<file path="src/rtl/keypad_event_fifo.sv">
// keypad_event_fifo
// Debounces the keypad scanner's decoded output. Each newly accepted key press
// becomes a 4-bit event in a small first-word-fall-through FIFO. Events are
// popped one at a time by the CPU or the display stage.
//
// Build option: define KEYPAD_IRQ_EN to add a registered `irq` output. It is
// set while events are queued or the overflow flag is set.
module keypad_event_fifo #(
    parameter int DEBOUNCE_CYCLES = 1000000,
    parameter int FIFO_DEPTH      = 8
) (
    input  logic                          clk,
    input  logic                          rst_n,
    input  logic                          key_valid,
    input  logic [3:0]                    key_val,
    input  logic                          rd_en,
    input  logic                          clr_ovf,
    output logic [3:0]                    rd_data,
    output logic                          empty,
    output logic                          full,
    output logic [$clog2(FIFO_DEPTH):0]   count,
    output logic                          overflow
`ifdef KEYPAD_IRQ_EN
    ,
    output logic                          irq
`endif
);

    localparam int PW   = $clog2(FIFO_DEPTH);
    localparam int CW   = PW + 1;
    localparam int DCW  = $clog2(DEBOUNCE_CYCLES);
    localparam logic [DCW-1:0] DB_TC   = DCW'(DEBOUNCE_CYCLES - 1);
    localparam logic [CW-1:0]  DEPTH_C = CW'(FIFO_DEPTH);

    // Debouncer registers hold {valid, code}
    logic [4:0]     sample_q, sample_d;
    logic [4:0]     cand_q, cand_d;
    logic [4:0]     stable_q, stable_d;
    logic [DCW-1:0] db_cnt_q, db_cnt_d;
    logic           press;

    logic [3:0]     mem_q [FIFO_DEPTH];
    logic [3:0]     mem_d [FIFO_DEPTH];
    logic [PW-1:0]  wr_ptr_q, wr_ptr_d;
    logic [PW-1:0]  rd_ptr_q, rd_ptr_d;
    logic [CW-1:0]  count_q, count_d;
    logic           overflow_q, overflow_d;
    logic           pop, push, drop;

    // Debounce: a value must survive a full terminal count before it becomes
    // stable; a press event is the cycle a valid key becomes stable.
    always_comb begin
        sample_d = {key_valid, key_valid ? key_val : 4'h0};
        cand_d   = cand_q;
        db_cnt_d = db_cnt_q;
        stable_d = stable_q;
        press    = 1'b0;
        if (sample_q != cand_q) begin
            cand_d   = sample_q;
            db_cnt_d = '0;
        end else if (db_cnt_q < DB_TC) begin
            db_cnt_d = db_cnt_q + DCW'(1);
        end else if (cand_q != stable_q) begin
            stable_d = cand_q;
            press    = cand_q[4];
        end
    end

    // FIFO next state: a pop frees a slot in the same cycle, so push-while-full
    // with a pop is accepted rather than dropped.
    always_comb begin
        pop        = rd_en && (count_q != '0);
        drop       = press && (count_q == DEPTH_C) && !pop;
        push       = press && !drop;
        mem_d      = mem_q;
        wr_ptr_d   = wr_ptr_q;
        rd_ptr_d   = rd_ptr_q;
        count_d    = count_q;
        if (push) begin
            mem_d[wr_ptr_q] = stable_d[3:0];
            wr_ptr_d        = wr_ptr_q + PW'(1);
        end
        if (pop) begin
            rd_ptr_d = rd_ptr_q + PW'(1);
        end
        if (push && !pop) begin
            count_d = count_q + CW'(1);
        end else if (pop && !push) begin
            count_d = count_q - CW'(1);
        end
        // A drop in the same cycle as a clear leaves the flag set
        if (drop) begin
            overflow_d = 1'b1;
        end else if (clr_ovf) begin
            overflow_d = 1'b0;
        end else begin
            overflow_d = overflow_q;
        end
    end

    // State registers
    always_ff @(posedge clk or negedge rst_n) begin
        if (!rst_n) begin
            sample_q   <= '0;
            cand_q     <= '0;
            stable_q   <= '0;
            db_cnt_q   <= '0;
            wr_ptr_q   <= '0;
            rd_ptr_q   <= '0;
            count_q    <= '0;
            overflow_q <= 1'b0;
            for (int i = 0; i < FIFO_DEPTH; i++) begin
                mem_q[i] <= 4'h0;
            end
        end else begin
            sample_q   <= sample_d;
            cand_q     <= cand_d;
            stable_q   <= stable_d;
            db_cnt_q   <= db_cnt_d;
            wr_ptr_q   <= wr_ptr_d;
            rd_ptr_q   <= rd_ptr_d;
            count_q    <= count_d;
            overflow_q <= overflow_d;
            mem_q      <= mem_d;
        end
    end

`ifdef KEYPAD_IRQ_EN
    logic irq_q, irq_d;

    // Interrupt raised by a push into an empty FIFO or by a drop; it holds
    // until the queue has drained and overflow has been cleared.
    always_comb begin
        irq_d = irq_q;
        if ((push && (count_q == '0)) || drop) begin
            irq_d = 1'b1;
        end else if ((count_d == '0) && !overflow_d) begin
            irq_d = 1'b0;
        end
    end

    // Interrupt register
    always_ff @(posedge clk or negedge rst_n) begin
        if (!rst_n) begin
            irq_q <= 1'b0;
        end else begin
            irq_q <= irq_d;
        end
    end

    assign irq = irq_q;
`endif

    assign rd_data  = (count_q == '0) ? 4'h0 : mem_q[rd_ptr_q];
    assign empty    = (count_q == '0);
    assign full     = (count_q == DEPTH_C);
    assign count    = count_q;
    assign overflow = overflow_q;

endmodule

</file>
<file path="config.mk">
export PLATFORM = sky130hd
export DESIGN_NAME = keypad_event_fifo
export DESIGN_NICKNAME = d
export VERILOG_FILES = /design/src/rtl/keypad_event_fifo.sv
export SDC_FILE = /design/constraint.sdc
export NUM_CORES = 1
export LEC_CHECK = 0
export CAP_MARGIN = 0
export CELL_PAD_IN_SITES_DETAIL_PLACEMENT = 0
export CELL_PAD_IN_SITES_GLOBAL_PLACEMENT = 2
export CORE_MARGIN = 10
export CORE_UTILIZATION = 38
export DETAILED_ROUTE_END_ITERATION = 8
export PLACE_DENSITY_LB_ADDON = 0.1
export SLEW_MARGIN = 20
export SYNTH_ARGS = -nofsm -noshare
export SYNTH_HDL_FRONTEND = slang
export SYNTH_SLANG_ARGS = --single-unit
export TNS_END_PERCENT = 30
</file>
<file path="constraint.sdc">
create_clock -name clk -period 3.1 [get_ports clk]
set_input_delay 0.465 -clock clk [delete_from_list [all_inputs] [get_ports clk]]
set_output_delay 0.465 -clock clk [all_outputs]
set_load 0.1 [all_outputs]
</file>
==> impl_metrics.json, run 1 <==
{
  "status": "finished, final reports clean",
  "ys_warn_count": 0,
  "num_rows": 37,
  "pwr-share-seq_pct": 45.5,
  "setup_ws_ns": 0.0884,
  "p_int_mw": 1.78,
  "area_growth_pct": 17.0,
  "stdcell_count": 495,
  "dpl_cell_area_um2": 4470,
  "critical_path_required_ns": 3.33,
  "hpwl_um": 6010,
  "clock_skew_ns": 0.00754,
  "power_switching_mw": 0.957,
  "hold_buffers": 0,
  "antenna_found_initial": 0,
  "clk_latency_ns": 0.34,
  "min_path_type": "in -> async",
  "grt-ovfl-total": 0,
  "wl_per_cell_um": 17.1,
  "cts_inserted_buffers": 9,
  "root_buffer": "clkbuf_8",
  "io_buffer_count": 19,
  "final_hold_viol_count": 0,
  "synthFlopType": "dfrtp_1",
  "finalCriticalPeriod_ns": 3.01,
  "cp_slowest_cell": "or4_4",
  "synth_cell_types": 47,
  "clk_pin_slew_worst_paths_ns": 0.08,
  "setup_viol": 0,
  "netSwitchingFraction_pct": 34.9,
  "ios": 20,
  "placedCellCount": 479,
  "setup_tns_ns": 0,
  "synth_area_um2": 4020,
  "slew_violations": 0,
  "pre_cts_ws_ns": -0.0557,
  "synth_cells": 325,
  "start_kind": "flip-flop",
  "fin_area_um2": 4710,
  "utilization_pct": 45.6,
  "syn_area_per_cell_um2": 12.4,
  "peakVddDrop_mv": 0.654,
  "synth_edf_count": 0,
  "firstDrtPassIters": 4,
  "grt_pass1_vias": 2781,
  "yosys_register_bits": 78,
  "place.gp.congestion": 0.762,
  "die_h_um": 123,
  "synth_fp_nets": 341,
  "yosysSeqAreaShare_pct": 48.5,
  "vias": 2664,
  "die_w_um": 123,
  "p_comb_share_pct": 24.1,
  "htree_levels": 3,
  "grt_pass1_wl_um": 14600,
  "ff2ff_setup_slack_ns": 0.09,
  "relSlewSlack_pct": 60.2,
  "max_freq_mhz": 332,
  "path_class": "reg -> reg",
  "track_usage_pct": 12.1,
  "p_per_area_nw_per_um2": 582,
  "fillers": 957,
  "final_nets": 371,
  "cp_slowest_stage_delay_ns": 0.53,
  "core_area_um2": 10300,
  "leakagePower_nw": 2.08,
  "async_flop_share_pct": 100,
  "wl_um": 8470,
  "finalPower_mw": 2.74,
  "fin_crit_sh_pct": 97.1,
  "cp.arrival_ns": 3.24,
  "dieArea_um2": 15100,
  "grt_start_max_net_pins": 34,
  "clkPwrFrac_pct": 30.4,
  "ant_nets": 0,
  "critical_path.max_fanout": 3,
  "end_kind": "flip-flop",
  "cts_tree": "yes",
  "drive_gt1_share_pct": 31.5,
  "cap_violations": 0,
  "first_iter_violations": 112,
  "initial_core_util_pct": 39.0,
  "worst_slew_pin_slew_ns": 0.597,
  "hold_ws_ns": 0.0672,
  "drc": 0,
  "clock-sinks": 78,
  "clock_path_buffers": 2,
  "num_antenna_cells": 0,
  "crit_chain": "or4_4 > or4_4 > o31ai_4 > and3_4 > ha_4 > inv_4 > ha_4 > a21o_1 > a21oi_2 > xnor2_1 > nor2_1 > xor2_1",
  "via_per_inst": 5.38,
  "rsz0062_at_grt": "yes"
}
==> timing repair <==
item                       in CTS  in global routing
resized for setup               1                  2
pin swaps                       2                  6
setup endpoints to repair       1                  1
buffers inserted                0                  1
==> layout by cell type (no fill, tap or decap), types with 7 or more instances in the layout <==
master and n:
a21oi_1 11, buf_4 36, clkbuf_8 9, clkdlybuf4s50_1 7, dfrtp_1 74, mux2_1 12, mux2_2 28, mux4_2 8
nand2_1 13, nand3_1 10, nand4_4 8, nor2_1 12, or3_1 7, xnor2_1 13, xor2_1 7
==> registers in the layout, indices dropped and copies added (netlist names) <==
| signal | flops |
|---|---|
| count | 4 |
| overflow | 1 |
| cand_q | 5 |
| mem_q | 32 |
| db_cnt_q | 20 |
| wr_ptr_q | 3 |
| sample_q | 5 |
| rd_ptr_q | 3 |
| stable_q | 5 |
==> power groups by stage <==
stage	combinational [mW]	clock, mW	sequential, mW
after detailed placement	0.663	0	1.28
after global placement	0.653	0	1.27
after CTS	0.664	0.859	1.26
final	0.659	0.832	1.25
after global routing	0.701	0.903	1.27
after floorplan	0.370	0	1.36
==> per-layer routing <==
layer  vias to the layer above  wire [µm]  GRT usage, %
met5                         -          0             0
met4                         0         68          3.90
met3                         5        183          2.43
met2                        21       4130          19.8
met1                      1373       4090          15.7
li1                       1265          -             -
==> final cells by class <==
| type | instances | area (µm²) | share of cell area [%] |
|---|---|---|---|
| Clock inverter | 6 | 87.6 | 1.86 |
| Multi-Input combinational cell | 220 | 2010 | 42.7 |
| Inverter | 3 | 13.8 | 0.292 |
| Sequential cell | 78 | 1960 | 41.7 |
| Timing Repair Buffer | 43 | 340 | 7.23 |
| Tap cell | 136 | 170 | 3.62 |
| Clock buffer | 9 | 124 | 2.63 |
==> synth_stat cells (4+ instances only) <==
| master | number | area, µm² |
|---|---|---|
| nand4_4 | 8 | 170 |
| mux4_2 | 8 | 180 |
| o21a_1 | 5 | 37.5 |
| and2_1 | 6 | 37.5 |
| xnor2_1 | 13 | 114 |
| dfrtp_1 | 78 | 1950 |
| nor2_1 | 12 | 45.0 |
| nand3_1 | 10 | 50.1 |
| a21oi_1 | 12 | 60.1 |
| mux2_2 | 28 | 315 |
| nor3_1 | 5 | 25.0 |
| nand2_1 | 13 | 48.8 |
| and3_1 | 4 | 25.0 |
| nand4_1 | 6 | 37.5 |
| o31ai_1 | 5 | 37.5 |
| xor2_1 | 7 | 61.3 |
| mux2i_1 | 6 | 60.1 |
| or3_1 | 7 | 43.8 |
| o21ai_0 | 6 | 30.0 |
| nor4_1 | 4 | 25.0 |
| mux2_1 | 12 | 135 |
| ha_1 | 6 | 75.1 |
| or4_1 | 6 | 45.0 |
| clkbuf_1 | 18 | 67.6 |
==> worst max-delay path: cells and delay by family (launching register included) <==
kind | cells | cell delay, ns
and+or+nand+nor | 4 | 1.30
AOI/OAI and AO/OA | 3 | 0.55
DFF | 1 | 0.39
adders and majority gates | 2 | 0.35
xor gates and xnor gates | 2 | 0.28
buffers and inverters | 1 | 0.05
==> path summary, 6_finish.rpt <==
path,startpoint,endpoint,cells after the start
setup / recovery,db_cnt_q[12],count[3],12
hold / removal,rst_n,db_cnt_q[7],1
setup reg to reg,db_cnt_q[12],count[3],12
hold reg to reg,sample_q[0],cand_q[0],0
max in group asynchronous,rst_n,mem_q[16],2
min in group clk,sample_q[0],cand_q[0],0
==> cells by family (layout without fill, tap and decap cells) <==
kind of cell,count (synthesis),after routing,synth area share [%]
and+or+nand+nor,100,100,17.7
DFF,78,78,48.5
adders and majority gates,7,7,2.36
xor gates and xnor gates,20,20,4.35
muxes,54,54,17.2
buffers and inverters,27,61,2.92
AOI/OAI and AO/OA,39,39,6.97
(Power assumes the default switching activity.)
==> run 2: changes to the inputs <==
--- a/config.mk
+++ b/config.mk
@@ -11,6 +11,7 @@
 export CORE_MARGIN = 10
 export CORE_UTILIZATION = 38
 export DETAILED_ROUTE_END_ITERATION = 8
+export GPL_ROUTABILITY_DRIVEN = 0
 export PLACE_DENSITY_LB_ADDON = 0.1
 export SLEW_MARGIN = 20
 export SYNTH_ARGS = -nofsm -noshare
==> results of run 2 <==
The final DEF is identical to that of run 1; final timing and power are the same.
